File: src/rtl/mul_div_unit_if.sv
// Bundle of the request / result signals of mul_div_unit.
//   master : issuer side (decode / register-file stage) drives requests and MT writes
//   slave  : mul_div_unit side, returns busy/done/div_by_zero and the HI/LO registers
interface mul_div_unit_if;
  logic        start;
  logic [1:0]  op;          // 00 MULT, 01 MULTU, 10 DIV, 11 DIVU
  logic [31:0] operand_a;
  logic [31:0] operand_b;
  logic        mthi_en;
  logic        mtlo_en;
  logic [31:0] mt_data;
  logic        busy;
  logic        done;
  logic        div_by_zero;
  logic [31:0] hi;
  logic [31:0] lo;

  modport master (
    output start, op, operand_a, operand_b, mthi_en, mtlo_en, mt_data,
    input  busy, done, div_by_zero, hi, lo
  );

  modport slave (
    input  start, op, operand_a, operand_b, mthi_en, mtlo_en, mt_data,
    output busy, done, div_by_zero, hi, lo
  );
endinterface

File: src/rtl/mul_div_unit.sv
// Iterative 32x32 multiply / divide unit owning the architectural HI/LO registers.
//   clock, reset : rising-edge clock, synchronous active-high reset
//   bus (slave)  : start/op/operands request, MTHI/MTLO writes, busy/done/div_by_zero
//                  status and hi/lo outputs
// Signed ops work on magnitudes; the sign is restored in the FIN cycle. An accepted
// request takes 32 RUN iterations plus one FIN cycle, so busy is high for 33 cycles.
module mul_div_unit (
  input  logic           clock,
  input  logic           reset,
  mul_div_unit_if.slave  bus
);
  typedef enum logic [1:0] {IDLE, RUN, FIN} state_t;

  state_t      state_q, state_d;
  logic [4:0]  cnt_q, cnt_d;
  logic        is_div_q, is_div_d;
  logic [31:0] a_q, a_d;         // raw dividend, returned as HI on divide-by-zero
  logic [31:0] b_q, b_d;         // divisor / multiplicand magnitude
  logic        b_zero_q, b_zero_d;
  logic        neg_lo_q, neg_lo_d; // negate product, or quotient
  logic        neg_hi_q, neg_hi_d; // negate remainder (dividend sign)
  logic [63:0] acc_q, acc_d;     // mult: {partial, multiplier}; div: {remainder, quotient}
  logic [31:0] hi_q, hi_d, lo_q, lo_d;
  logic        busy_q, busy_d, done_q, done_d, dbz_q, dbz_d;

  logic        sgn_in;
  logic [31:0] mag_a, mag_b;
  logic [32:0] mul_sum;
  logic [64:0] div_sh;
  logic        div_ge;
  logic [31:0] div_diff;
  logic [63:0] prod_fix;

  always_comb begin
    // request-side magnitudes, only meaningful in IDLE
    sgn_in   = ~bus.op[0];
    mag_a    = (sgn_in && bus.operand_a[31]) ? -bus.operand_a : bus.operand_a;
    mag_b    = (sgn_in && bus.operand_b[31]) ? -bus.operand_b : bus.operand_b;

    // one shift-add step: add multiplicand when the low multiplier bit is set, shift right
    mul_sum  = {1'b0, acc_q[63:32]} + (acc_q[0] ? {1'b0, b_q} : 33'd0);
    // one restoring-divide step: shift in next dividend bit, subtract if it fits
    div_sh   = {acc_q, 1'b0};
    div_ge   = div_sh[64:32] >= {1'b0, b_q};
    div_diff = div_sh[63:32] - b_q;   // fits in 32 bits whenever div_ge
    prod_fix = neg_lo_q ? -acc_q : acc_q;

    state_d  = state_q;
    cnt_d    = cnt_q;
    is_div_d = is_div_q;
    a_d      = a_q;
    b_d      = b_q;
    b_zero_d = b_zero_q;
    neg_lo_d = neg_lo_q;
    neg_hi_d = neg_hi_q;
    acc_d    = acc_q;
    hi_d     = hi_q;
    lo_d     = lo_q;
    busy_d   = busy_q;
    done_d   = 1'b0;
    dbz_d    = 1'b0;

    case (state_q)
      IDLE: begin
        if (bus.start) begin
          // start wins over any MT write in the same cycle
          state_d  = RUN;
          cnt_d    = 5'd0;
          is_div_d = bus.op[1];
          a_d      = bus.operand_a;
          b_d      = mag_b;
          b_zero_d = (bus.operand_b == 32'd0);
          neg_lo_d = sgn_in & (bus.operand_a[31] ^ bus.operand_b[31]);
          neg_hi_d = sgn_in & bus.operand_a[31];
          acc_d    = {32'd0, mag_a};
          busy_d   = 1'b1;
        end else begin
          if (bus.mthi_en) hi_d = bus.mt_data;
          if (bus.mtlo_en) lo_d = bus.mt_data;
        end
      end
      RUN: begin
        if (is_div_q) acc_d = div_ge ? {div_diff, div_sh[31:1], 1'b1} : div_sh[63:0];
        else          acc_d = {mul_sum, acc_q[31:1]};
        cnt_d = cnt_q + 5'd1;
        if (cnt_q == 5'd31) state_d = FIN;
      end
      FIN: begin
        if (!is_div_q) begin
          hi_d = prod_fix[63:32];
          lo_d = prod_fix[31:0];
        end else if (b_zero_q) begin
          hi_d = a_q;
          lo_d = 32'hFFFF_FFFF;
        end else begin
          hi_d = neg_hi_q ? -acc_q[63:32] : acc_q[63:32];
          lo_d = neg_lo_q ? -acc_q[31:0]  : acc_q[31:0];
        end
        dbz_d   = is_div_q & b_zero_q;
        done_d  = 1'b1;
        busy_d  = 1'b0;
        state_d = IDLE;
      end
      default: begin
        state_d = IDLE;
        busy_d  = 1'b0;
      end
    endcase
  end

  always_ff @(posedge clock) begin
    if (reset) begin
      state_q  <= IDLE;
      cnt_q    <= 5'd0;
      is_div_q <= 1'b0;
      a_q      <= 32'd0;
      b_q      <= 32'd0;
      b_zero_q <= 1'b0;
      neg_lo_q <= 1'b0;
      neg_hi_q <= 1'b0;
      acc_q    <= 64'd0;
      hi_q     <= 32'd0;
      lo_q     <= 32'd0;
      busy_q   <= 1'b0;
      done_q   <= 1'b0;
      dbz_q    <= 1'b0;
    end else begin
      state_q  <= state_d;
      cnt_q    <= cnt_d;
      is_div_q <= is_div_d;
      a_q      <= a_d;
      b_q      <= b_d;
      b_zero_q <= b_zero_d;
      neg_lo_q <= neg_lo_d;
      neg_hi_q <= neg_hi_d;
      acc_q    <= acc_d;
      hi_q     <= hi_d;
      lo_q     <= lo_d;
      busy_q   <= busy_d;
      done_q   <= done_d;
      dbz_q    <= dbz_d;
    end
  end

  assign bus.busy        = busy_q;
  assign bus.done        = done_q;
  assign bus.div_by_zero = dbz_q;
  assign bus.hi          = hi_q;
  assign bus.lo          = lo_q;
endmodule

File: src/flat_wrapper.sv
// flat-port wrapper written by rule: the top's interface ports become plain ports
module mul_div_unit_flat 
  (clock, reset, bus_start, bus_op, bus_operand_a, bus_operand_b, bus_mthi_en, bus_mtlo_en, bus_mt_data, bus_busy, bus_done, bus_div_by_zero, bus_hi, bus_lo);
  mul_div_unit_if bus_i ();
  input  logic clock;
  input  logic reset;
  input wire logic [$bits(bus_i.start)-1:0] bus_start;
  input wire logic [$bits(bus_i.op)-1:0] bus_op;
  input wire logic [$bits(bus_i.operand_a)-1:0] bus_operand_a;
  input wire logic [$bits(bus_i.operand_b)-1:0] bus_operand_b;
  input wire logic [$bits(bus_i.mthi_en)-1:0] bus_mthi_en;
  input wire logic [$bits(bus_i.mtlo_en)-1:0] bus_mtlo_en;
  input wire logic [$bits(bus_i.mt_data)-1:0] bus_mt_data;
  output wire logic [$bits(bus_i.busy)-1:0] bus_busy;
  output wire logic [$bits(bus_i.done)-1:0] bus_done;
  output wire logic [$bits(bus_i.div_by_zero)-1:0] bus_div_by_zero;
  output wire logic [$bits(bus_i.hi)-1:0] bus_hi;
  output wire logic [$bits(bus_i.lo)-1:0] bus_lo;
  assign bus_i.start = bus_start;
  assign bus_i.op = bus_op;
  assign bus_i.operand_a = bus_operand_a;
  assign bus_i.operand_b = bus_operand_b;
  assign bus_i.mthi_en = bus_mthi_en;
  assign bus_i.mtlo_en = bus_mtlo_en;
  assign bus_i.mt_data = bus_mt_data;
  assign bus_busy = bus_i.busy;
  assign bus_done = bus_i.done;
  assign bus_div_by_zero = bus_i.div_by_zero;
  assign bus_hi = bus_i.hi;
  assign bus_lo = bus_i.lo;
  mul_div_unit u_core (.clock(clock), .reset(reset), .bus(bus_i));
endmodule
File: config.mk
export PLATFORM = sky130hd
export DESIGN_NAME = mul_div_unit_flat
export DESIGN_NICKNAME = d
export VERILOG_FILES = /design/src/rtl/mul_div_unit_if.sv /design/src/rtl/mul_div_unit.sv /design/src/flat_wrapper.sv
export SDC_FILE = /design/constraint.sdc
export NUM_CORES = 1
export LEC_CHECK = 0
export CAP_MARGIN = 20
export CORE_MARGIN = 2
export CORE_UTILIZATION = 40
export DETAILED_ROUTE_END_ITERATION = 8
export GPL_TIMING_DRIVEN = 0
export PLACE_DENSITY_LB_ADDON = 0.1
export SETUP_SLACK_MARGIN = 0.4
export SLEW_MARGIN = 15
export SYNTH_ARGS = -nofsm -noshare
export SYNTH_HDL_FRONTEND = slang
export SYNTH_SLANG_ARGS = --single-unit
File: constraint.sdc
create_clock -name clock -period 4.2 [get_ports clock]
set_input_delay 1.05 -clock clock [delete_from_list [all_inputs] [get_ports clock]]
set_output_delay 1.05 -clock clock [all_outputs]
set_load 0.05 [all_outputs]
# == After elaboration in Yosys (flattened, before gate mapping) ==
# Cells that the tools add are included.
# word_totals
regBits,206
mem_bits_rw,0
mem_bits_ro,0
latch_bits,0
wordCells,79
output_inout_bits,67
inputBits,103
memories,0
# classes
mul,0
shifts,0
mux,28
addsub,8
n_eq_ne,8
bitwise_logic,7
reduce_logical,13
n_lt_le_gt_ge,1
div,0
# ops
operator,n
32-bit 2-to-1 mux,13
64-bit 2-to-1 mux,4
32-bit negator,4
32-bit one-hot mux with 2 select lines,2
64-bit one-hot mux with 2 select lines,1
64-bit negator,1
32-bit by 33-bit adder with 33-bit output,1
33-bit by 32-bit >= comparator with 1-bit output,1
32-bit zero test,1
32-bit subtractor,1
5-bit one-hot mux with 2 select lines,1
"2-bit inequality test, second input constant",4
2-bit AND reduction,4
3-bit AND reduction,2
"5-bit by 1-bit adder with 5-bit output, second input constant",1
"5-bit == test, second input constant",1
5-bit 2-to-1 mux,1
2-bit 2-to-1 mux,2
2-bit one-hot mux with 2 select lines,1
2-bit nonzero test,2
1-bit bitwise AND,3
1-bit inverter,3
"2-bit by 1-bit == test with 1-bit output, second input constant",1
"2-bit == test, second input constant",1
7 further kinds,9

# == Longest topological paths before layout ==
# Gate-level depths: netlist of run 1.
# depth
word_depth,5
mapped_depth,14
depth_no_buf,13

# == Least setup slack after synthesis of run 1 ==
# OpenSTA, ideal clock, no wires.
# synth_timing
path_kind,input to register
start,input bus_operand_b[4]
end,register u_core.b_q[26]
stages,9
path_buffers,0
slack_ps,859
t_required_ps,4114
arrival_ps,3255
setup_ps,86
path_cell_list,nor4_1 nand2_1 or4_1 or3_1 nand2b_1 nor3_1 a21oi_1 xnor2_1 a211oi_1
# synth_between
elab_chain_len,2
# synth_lines
item,line,source
start: declaration,flat_wrapper.sv:10,input wire logic [$bits(bus_i.operand_b)-1:0] bus_operand_b;
32-bit negator,mul_div_unit.sv:38,mag_b = (sgn_in && bus.operand_b[31]) ? -bus.operand_b : bus.operand_b;
32-bit 2-to-1 mux,mul_div_unit.sv:38,
end signal: assignment,mul_div_unit.sv:117,b_q <= 32'd0;
end signal: assignment,mul_div_unit.sv:132,b_q <= b_d;
end: declaration,mul_div_unit.sv:18,"logic [31:0] b_q, b_d;"
# No other way between the ends.
# A chain may end at the register's enable or synchronous reset.

# == Final worst setup path of run 1 ==
# layout_timing
start,register u_core.acc_q[0]
end,register u_core.acc_q[60]
# layout_between
elab_chain_len,4
# layout_lines
item,line,source
start: declaration,mul_div_unit.sv:22,"logic [63:0] acc_q, acc_d;"
start signal: assignment,mul_div_unit.sv:121,acc_q <= 64'd0;
start signal: assignment,mul_div_unit.sv:136,acc_q <= acc_d;
32-bit 2-to-1 mux,mul_div_unit.sv:41,"mul_sum = {1'b0, acc_q[63:32]} + (acc_q[0] ? {1'b0, b_q} : 33'd0);"
32-bit by 33-bit adder with 33-bit output,mul_div_unit.sv:41,
64-bit 2-to-1 mux,mul_div_unit.sv:83,"if (is_div_q) acc_d = div_ge ? {div_diff, div_sh[31:1], 1'b1} : div_sh[63:0];"
64-bit one-hot mux with 2 select lines,mul_div_unit.sv:63,case (state_q)
# No other way between the ends.

==> flow_summary.ini, run 1 <==
[die]
core.rowCount = 73
initial_core_util = 0.404
boundaryPins = 170
coreArea_mm2 = 0.0397
dieArea_mm2 = 0.0418
fp.dieH_um = 204
die_w_um = 204

[clock_tree]
cts.reportedPaths.clkPinSlew_ns = 0.07
clkSinkCount = 206
ctsResizeCount = 6
numCtsBuffers = 25
clk_latency_ns = 0.57
cts_setup_buffers = 0
cts.path.max_buffers = 3
cts-root-buf = clkbuf_16
cts_tree = done
cts-htree-levels = 1
holdBufCountCts = 0

[worst_setup_path]
reg2reg_slack_ns = 0.50
cp_slowest_stage_delay_ns = 0.49
rr_endpoint = u_core.acc_q[60]$_SDFFE_PP0P_
cp.depth = 13
crit_start = u_core.acc_q[0]$_SDFFE_PP0P_
cp_data_arrival_time_ns = 4.14
timing.rr.start = u_core.acc_q[0]$_SDFFE_PP0P_
r2r_cells = 13
critPathMaxFanout = 10
criticalPathCategory = flip-flop to flip-flop
critPathCaptureType = flip-flop
crit_required_ns = 4.63
crit_buf_inv = 2
start_kind = flip-flop
cp_cell_sequence = inv_1 -> clkbuf_2 -> nor2_1 -> ha_1 -> a21oi_1 -> o21ai_0 -> o21ai_0 -> nand2_1 -> a31oi_2 -> o41ai_4 -> o31ai_1 -> mux2i_1 -> or3_1
critical-path-slowest-cell = dfxtp_2
critPathCapture = u_core.acc_q[60]$_SDFFE_PP0P_
crit_family = compound AO/OA/AOI/OAI gates
critPathMostFrequentCell = o21ai_0

[layout]
stdcell_area_mm2 = 0.0194
fin_nets = 2567
layout-drive-gt1-share = 0.0382
final_cells = 2936
syn_to_final_growth_pct = 20.6

[drt]
ant_nets = 0
wire_per_inst_um = 24.5
wl_mm = 71.9
first_pass_iters = 5
num_vias = 17800
drc = 0
drt_first_iter_violations = 2084
viasPerCell = 6.07

[status]
status = finished clean

[placement]
dp_cells = 2890
dpl.hpwl_mm = 56.7
post-place-ws_ns = -0.116
placed_area_mm2 = 0.0184
portBuffers = 169
gp_congestion = 0.963

[power_and_ir_drop]
power_mw = 6.32
power.density_mw_per_mm2 = 326
leakage_nw = 7.32
worst_ir_drop_vdd_uv = 283

[global_routing]
grt_usage = 0.336
grt_pass1_wl_mm = 106
grt-ovfl-total = 0
antenna_found_initial = 1
grt_max_degree = 14
first_global_vias = 16500

[synth]
synth_flop_cell = dfxtp_1
ys_warn_count = 0
synth_edf_count = 0
synth_cell_types = 77
synth_compound_area_frac = 0.277
seq_area_frac_synth = 0.257
synth_xor_area_frac = 0.109
synth_top_family_by_area = compound AO/OA/AOI/OAI gates
netlist_area_mm2 = 0.0161
syn_area_per_cell_um2 = 7.32
synth_top_area_cell = dfxtp_1
synthArstFlopShare = 0
synth_seq_cells = 206
synth_top_area_frac = 0.257
netlist_top_cells_area = dfxtp_1 26%, a21oi_1 7.2%, nand2_1 6.9%
postSynthCellCount = 2196
synth-simple-area-share = 0.209
syn_nets = 2371
yosys.area_share.adder = 0.0570
synth_mux_area_frac = 0.0331

[timing]
hold_viol_final = 0
setup_tns_ns = 0
slew_violations = 0
slew_headroom = 0.260
worst_clock_skew_ns = 0.0166
setup_slack_ns = 0.495
period_needed_ns = 3.70
worstMarginPinSlew_ns = 1.11
final-setup-viol-count = 0
fin_crit_sh = 0.882
rsz0062_at_grt = true
fmax_mhz = 270

[job]
drv_cap = 0

[min_path]
min_path_type = flip-flop to flip-flop
-- power breakdown --
part | switching, mW | total, mW | internal [mW]
Combinational | 1.18 | 1.81 | 0.638
Sequential | 0.141 | 2.22 | 2.08
Clock | 0.962 | 2.29 | 1.33
Total | 2.28 | 6.32 | 4.04
-- metal layers --
metal | GRT usage | vias up | part of all wire
li1 | - | 8272 | -
met1 | 0.505 | 8596 | 0.47
met2 | 0.509 | 884 | 0.43
met3 | 0.0517 | 72 | 0.092
met4 | 0.0549 | 0 | 0.016
met5 | 0 | - | 0
-- state kept, by name (all words and copies together), names as in the netlist --
register,flops
u_core.is_div_q,1
u_core.bus.lo,32
u_core.acc_q,64
u_core.cnt_q,5
u_core.b_q,32
u_core.bus.done,1
u_core.bus.div_by_zero,1
u_core.a_q,32
u_core.neg_hi_q,1
u_core.bus.hi,32
u_core.b_zero_q,1
u_core.bus.busy,1
u_core.neg_lo_q,1
u_core.state_q,2
-- cell usage after synthesis (52+ instances only) --
master / count
a21oi_1: 231
a211oi_1: 53
ha_1: 70
mux2i_1: 52
nand2_1: 294
nor2_1: 203
dfxtp_1: 206
inv_1: 59
xor2_1: 92
xnor2_1: 108
clkbuf_1: 156
o21ai_0: 126
-- area by class of cell --
class	instances	area (µm²)
plain buffers	179	741
inverters	60	225
flip-flops and latches	206	4130
well taps	525	657
clock inverters	11	134
fillers	4094	20300
multi-input cells	1751	11100
clock buffers	34	719
diodes	1	2.50
repair buffers	169	1690
-- logic make-up after synthesis --
kind of cell	count (synthesis)
mux	53
fa+ha+maj	72
compound gates	695
xor+xnor	200
buf+inv	239
flops	206
simple gates	731
-- worst register-to-register path: stages, from the launching register on --
cell      delay [ns]
dfxtp_2         0.49
inv_1           0.16
clkbuf_2        0.25
nor2_1          0.15
ha_1            0.27
a21oi_1         0.16
o21ai_0         0.19
o21ai_0         0.31
nand2_1         0.19
a31oi_2         0.47
o41ai_4         0.17
o31ai_1         0.28
mux2i_1         0.12
or3_1           0.36
-- cell usage in the layout, fill, tap and decap left out, types with 12 or more instances in the layout --
cell,count
xor2_1,92
or4_1,16
a22oi_1,22
clkbuf_16,25
o21ai_0,123
nor4_1,19
or3_1,31
ha_1,70
a211oi_1,52
o221ai_1,38
a221oi_1,12
xnor2_1,108
o31ai_1,32
o41ai_1,12
a21oi_1,231
nand4_1,15
nor2b_1,12
o22ai_1,14
mux2i_1,52
inv_1,59
clkbuf_1,154
clkdlybuf4s50_1,169
nor2_1,203
a21o_1,30
o211ai_1,43
nor3_1,38
nand2_1,294
nand2b_1,23
dfxtp_1,204
nand3_1,28
-- stage by stage --
stage                     hold slack, ns  utilization
after floorplan                    0.431            -
after global placement             0.427        0.464
after detailed placement           0.438        0.464
after CTS                          0.447        0.486
after global routing               0.465        0.488
final                              0.446        0.488
-- worst min path at each step --
stage	from	endpoint	cells after the start
2_1_floorplan	u_core.a_q[11]$_SDFFE_PP0P_	u_core.a_q[11]$_SDFFE_PP0P_	2
5_1_grt	u_core.bus.hi[5]$_SDFFE_PP0P_	u_core.bus.hi[5]$_SDFFE_PP0P_	1
3_3_place_gp	u_core.bus.hi[13]$_SDFFE_PP0P_	u_core.bus.hi[13]$_SDFFE_PP0P_	2
3_5_place_dp	u_core.bus.hi[19]$_SDFFE_PP0P_	u_core.bus.hi[19]$_SDFFE_PP0P_	1
6_report	u_core.bus.hi[13]$_SDFFE_PP0P_	u_core.bus.hi[13]$_SDFFE_PP0P_	2
4_1_cts	u_core.bus.hi[13]$_SDFFE_PP0P_	u_core.bus.hi[13]$_SDFFE_PP0P_	2
No activity file was read; power rests on OpenSTA's default activity.
==> run 2: changes to the inputs <==
--- a/config.mk
+++ b/config.mk
@@ -8,10 +8,12 @@
 export CAP_MARGIN = 20
 export CORE_MARGIN = 2
 export CORE_UTILIZATION = 40
+export CTS_CLUSTER_SIZE = 14
 export DETAILED_ROUTE_END_ITERATION = 8
 export GPL_TIMING_DRIVEN = 0
 export PLACE_DENSITY_LB_ADDON = 0.1
 export SETUP_SLACK_MARGIN = 0.4
+export SKIP_CTS_REPAIR_TIMING = 1
 export SLEW_MARGIN = 15
 export SYNTH_ARGS = -nofsm -noshare
 export SYNTH_HDL_FRONTEND = slang
==> flow_summary.ini, run 2 (synthesis results as in run 1) <==
[status]
status = finished clean

[drt]
wire_per_inst_um = 24.4
viasPerCell = 6.06
first_pass_iters = 8
drt_first_iter_violations = 1981
num_vias = 17800
drc = 0
wl_mm = 71.8
ant_nets = 0

[worst_setup_path]
cp.depth = 12
cp_cell_sequence = inv_1 -> buf_1 -> ha_1 -> inv_1 -> or2_2 -> nand4b_2 -> o31ai_1 -> xnor2_1 -> nor2_1 -> a211oi_1 -> a211oi_1 -> nor3_1
crit_buf_inv = 3
critPathCaptureType = flip-flop
cp_slowest_stage_delay_ns = 0.68
criticalPathCategory = flip-flop to flip-flop
critPathCapture = u_core.bus.hi[26]$_SDFFE_PP0P_
cp_data_arrival_time_ns = 4.36
timing.rr.start = u_core.acc_q[0]$_SDFFE_PP0P_
crit_family = simple AND/OR/NAND/NOR gates
crit_start = u_core.acc_q[0]$_SDFFE_PP0P_
rr_endpoint = u_core.bus.hi[26]$_SDFFE_PP0P_
reg2reg_slack_ns = 0.33
critPathMaxFanout = 10
critical-path-slowest-cell = buf_1
start_kind = flip-flop
crit_required_ns = 4.69
r2r_cells = 12

[job]
drv_cap = 0

[timing]
hold_viol_final = 0
fin_crit_sh = 0.922
slew_headroom = 0.279
setup_tns_ns = 0
slew_violations = 0
rsz0062_at_grt = true
worst_clock_skew_ns = 0.0248
final-setup-viol-count = 0
period_needed_ns = 3.87
worstMarginPinSlew_ns = 1.08
fmax_mhz = 258
hold_ws_ns = 0.446

[placement]
placed_area_mm2 = 0.0184
gp_congestion = 0.963
portBuffers = 169
dpl.hpwl_mm = 56.7

[die]
die_w_um = 204
coreArea_mm2 = 0.0397
initial_core_util = 0.404
fp.dieH_um = 204
dieArea_mm2 = 0.0418
boundaryPins = 170
core.rowCount = 73

[power_and_ir_drop]
leakage_nw = 7.31
power_mw = 6.31
worst_ir_drop_vdd_uv = 279
power.density_mw_per_mm2 = 326

[global_routing]
grt_max_degree = 14
grt-ovfl-total = 0
grt_usage = 0.336
antenna_found_initial = 1
first_global_vias = 16500
grt_pass1_wl_mm = 106

[layout]
fin_nets = 2567
layout-drive-gt1-share = 0.0373
n_fill_cell = 4096
largest_reg_flops = 64
final_common_cell = nand2_1
stdcell_area_mm2 = 0.0194
syn_to_final_growth_pct = 20.6
top_register = u_core.acc_q
final_cell_mix = 294 x nand2_1, 231 x a21oi_1, 204 x dfxtp_1

[clock_tree]
cts-htree-levels = 1
numCtsBuffers = 25
cts-root-buf = clkbuf_16
cts_tree = done
cts.path.max_buffers = 3
cts.reportedPaths.clkPinSlew_ns = 0.07
clk_latency_ns = 0.57
clkSinkCount = 206

[min_path]
min_path_type = flip-flop to flip-flop
-- run 2: area by class of cell --
type                    instances  area [µm²]  share of cell area
multi-input cells            1751       11100               0.572
flip-flops and latches        206        4130               0.213
repair buffers                169        1690              0.0873
plain buffers                 179         739              0.0382
clock buffers                  34         719              0.0371
well taps                     525         657              0.0339
inverters                      60         225              0.0116
clock inverters                11         134             0.00691
diodes                          1        2.50            0.000129
-- run 2: where the power goes --
part / switching (mW) / total, mW / internal (mW) / leakage, nW
Clock: 0.957 / 2.29 / 1.33 / 0.409
Combinational: 1.17 / 1.81 / 0.637 / 5.21
Sequential: 0.141 / 2.22 / 2.08 / 1.69
-- run 2: worst min path at each step --
stage,cells after the start,startpoint,to,slack [ns]
final,2,u_core.bus.hi[13]$_SDFFE_PP0P_,u_core.bus.hi[13]$_SDFFE_PP0P_,0.45
after global routing,1,u_core.bus.hi[5]$_SDFFE_PP0P_,u_core.bus.hi[5]$_SDFFE_PP0P_,0.47
after global placement,2,u_core.bus.hi[13]$_SDFFE_PP0P_,u_core.bus.hi[13]$_SDFFE_PP0P_,0.43
after CTS,2,u_core.bus.hi[13]$_SDFFE_PP0P_,u_core.bus.hi[13]$_SDFFE_PP0P_,0.45
after detailed placement,1,u_core.bus.hi[19]$_SDFFE_PP0P_,u_core.bus.hi[19]$_SDFFE_PP0P_,0.44
after floorplan,2,u_core.a_q[11]$_SDFFE_PP0P_,u_core.a_q[11]$_SDFFE_PP0P_,0.43
-- run 2: worst min-delay path: cells and delay by family (launching register included) --
| kind | cells | cell delay [ns] |
|---|---|---|
| DFF | 1 | 0.31 |
| and+or+nand+nor | 2 | 0.09 |
-- run 2: through the flow --
stage / utilization / setup WS (ns) / instances
finish: 0.488 / 0.328 / 2936
detailed placement: 0.464 / -0.116 / 2890
global placement: 0.464 / -0.0848 / 2890
floorplan: - / 0.859 / 2196
global route: 0.488 / 0.223 / 2935
CTS: 0.485 / -0.0278 / 2935
-- run 2: per-layer routing --
metal,global-route usage,routed length (µm),vias up,part of all wire
met5,0,0,-,0
met4,0.0549,1190,0,0.017
met3,0.0517,7040,83,0.098
met2,0.509,30600,844,0.43
met1,0.505,33000,8582,0.46
li1,-,-,8280,-
==> run 3: changes to the inputs <==
--- a/config.mk
+++ b/config.mk
@@ -7,7 +7,7 @@
 export LEC_CHECK = 0
 export CAP_MARGIN = 20
 export CORE_MARGIN = 2
-export CORE_UTILIZATION = 40
+export CORE_UTILIZATION = 59
 export CTS_CLUSTER_SIZE = 14
 export DETAILED_ROUTE_END_ITERATION = 8
 export GPL_TIMING_DRIVEN = 0
==> flow_summary.ini, run 3 (synthesis results as in run 1) <==
[layout]
multi_input_area_mm2 = 0.0111
stdcell_area_mm2 = 0.0190
ff_latch_area_mm2 = 0.00413
final_common_cell = nand2_1
final_cells = 2749
largest_reg_flops = 64
n_fill_cell = 2244
final_cell_mix = 293 x nand2_1, 230 x a21oi_1, 205 x dfxtp_1
fin_nets = 2566
layout-drive-gt1-share = 0.0361
top_register = u_core.acc_q
syn_to_final_growth_pct = 18.4

[die]
core.rowCount = 60
fp.dieH_um = 169
boundaryPins = 170
die_w_um = 169
dieArea_mm2 = 0.0286
initial_core_util = 0.598
coreArea_mm2 = 0.0269

[drt]
wire_per_inst_um = 23.8
num_vias = 18600
first_pass_iters = 7
ant_nets = 0
drc = 0
viasPerCell = 6.76
wl_mm = 65.5
drt_first_iter_violations = 2576

[timing]
rsz0062_at_grt = true
worstMarginPinSlew_ns = 1.11
final-setup-viol-count = 0
hold_viol_final = 0
fin_crit_sh = 0.906
period_needed_ns = 3.81
slew_headroom = 0.255
setup_tns_ns = 0
fmax_mhz = 263
slew_violations = 0
worst_clock_skew_ns = 0.0282
setup_slack_ns = 0.393

[global_routing]
grt_max_degree = 14
grt-ovfl-total = 0
grt_pass1_wl_mm = 98.0
grt_usage = 0.441
antenna_found_initial = 0
first_global_vias = 17200

[clock_tree]
numCtsBuffers = 23
cts_tree = done
cts.reportedPaths.clkPinSlew_ns = 0.06
cts-htree-levels = 1
clkSinkCount = 206
clk_latency_ns = 0.55
cts.path.max_buffers = 3
cts-root-buf = clkbuf_16

[power_and_ir_drop]
power_mw = 6.04
power.density_mw_per_mm2 = 317
leakage_nw = 7.24
worst_ir_drop_vdd_uv = 284

[worst_setup_path]
criticalPathCategory = flip-flop to flip-flop
start_kind = flip-flop
cp_slowest_stage_delay_ns = 0.74
cp_data_arrival_time_ns = 4.20
critical-path-slowest-cell = buf_1
critPathMostFrequentCell = clkbuf_1
cp_cell_sequence = clkbuf_1 -> clkbuf_1 -> buf_1 -> clkbuf_1 -> o211ai_1 -> o21ai_0 -> o22ai_1
crit_buf_inv = 4
critPathMaxFanout = 10
crit_family = buffers and inverters
crit_required_ns = 4.60
critPathCaptureType = flip-flop

[placement]
portBuffers = 169
post-place-ws_ns = -0.153
dpl.hpwl_mm = 50.8
dp_cells = 2706
placed_area_mm2 = 0.0182
gp_congestion = 1.06

[min_path]
min_path_type = flip-flop to flip-flop

[status]
status = finished clean

[job]
drv_cap = 0
[run 3: cell types whose count changed in the layout (fill, tap and decap cells not counted), sizes merged]
cell	before	now
clkinvlp	4	2
bufinv	2	1
inv	61	62
clkdlybuf4s15	2	0
clkinv	4	3
buf	20	22
[run 3: stage by stage]
stage,hold WS (ns),utilization
2_1_floorplan,0.431,-
3_3_place_gp,0.427,0.677
3_5_place_dp,0.430,0.677
4_1_cts,0.437,0.704
5_1_grt,0.472,0.708
6_report,0.434,0.708
[run 3: metal layers]
| metal | GRT usage | share of wire | vias up | wire, µm |
|---|---|---|---|---|
| met2 | 0.667 | 0.41 | 1327 | 27100 |
| li1 | - | - | 8314 | - |
| met4 | 0.163 | 0.044 | 0 | 2910 |
| met1 | 0.597 | 0.40 | 8697 | 26100 |
| met5 | 0 | 0 | - | 0 |
| met3 | 0.128 | 0.14 | 251 | 9360 |
[run 3: where the power goes]
group,internal (mW),switching [mW]
clock network,1.16,0.885
logic,0.634,1.16
registers,2.07,0.127
[run 3: worst reg2reg max path, stage by stage, from the launching register on]
cell and delay [ns]:
dfxtp_1 0.32, clkbuf_1 0.60, clkbuf_1 0.70, buf_1 0.75
clkbuf_1 0.68, o211ai_1 0.20, o21ai_0 0.27, o22ai_1 0.16
[run 3: path summary, 6_finish.rpt]
path	startpoint	cells after the start	to	slack [ns]
worst max-delay path	u_core.is_div_q$_SDFFE_PP0P_	7	u_core.bus.hi[9]$_SDFFE_PP0P_	0.39
worst min-delay path	u_core.bus.hi[13]$_SDFFE_PP0P_	2	u_core.bus.hi[13]$_SDFFE_PP0P_	0.43
worst max register to register	u_core.is_div_q$_SDFFE_PP0P_	7	u_core.bus.hi[9]$_SDFFE_PP0P_	0.39
worst min register to register	u_core.bus.hi[13]$_SDFFE_PP0P_	2	u_core.bus.hi[13]$_SDFFE_PP0P_	0.43
[run 3: final cells by class]
class,instances,area share
Antenna cell,1,0.000132
Buffer,179,0.0380
Clock buffer,33,0.0349
Clock inverter,8,0.00408
Inverter,60,0.0118
Multi-Input combinational cell,1751,0.583
Sequential cell,206,0.217
Tap cell,341,0.0224
Timing Repair Buffer,170,0.0893
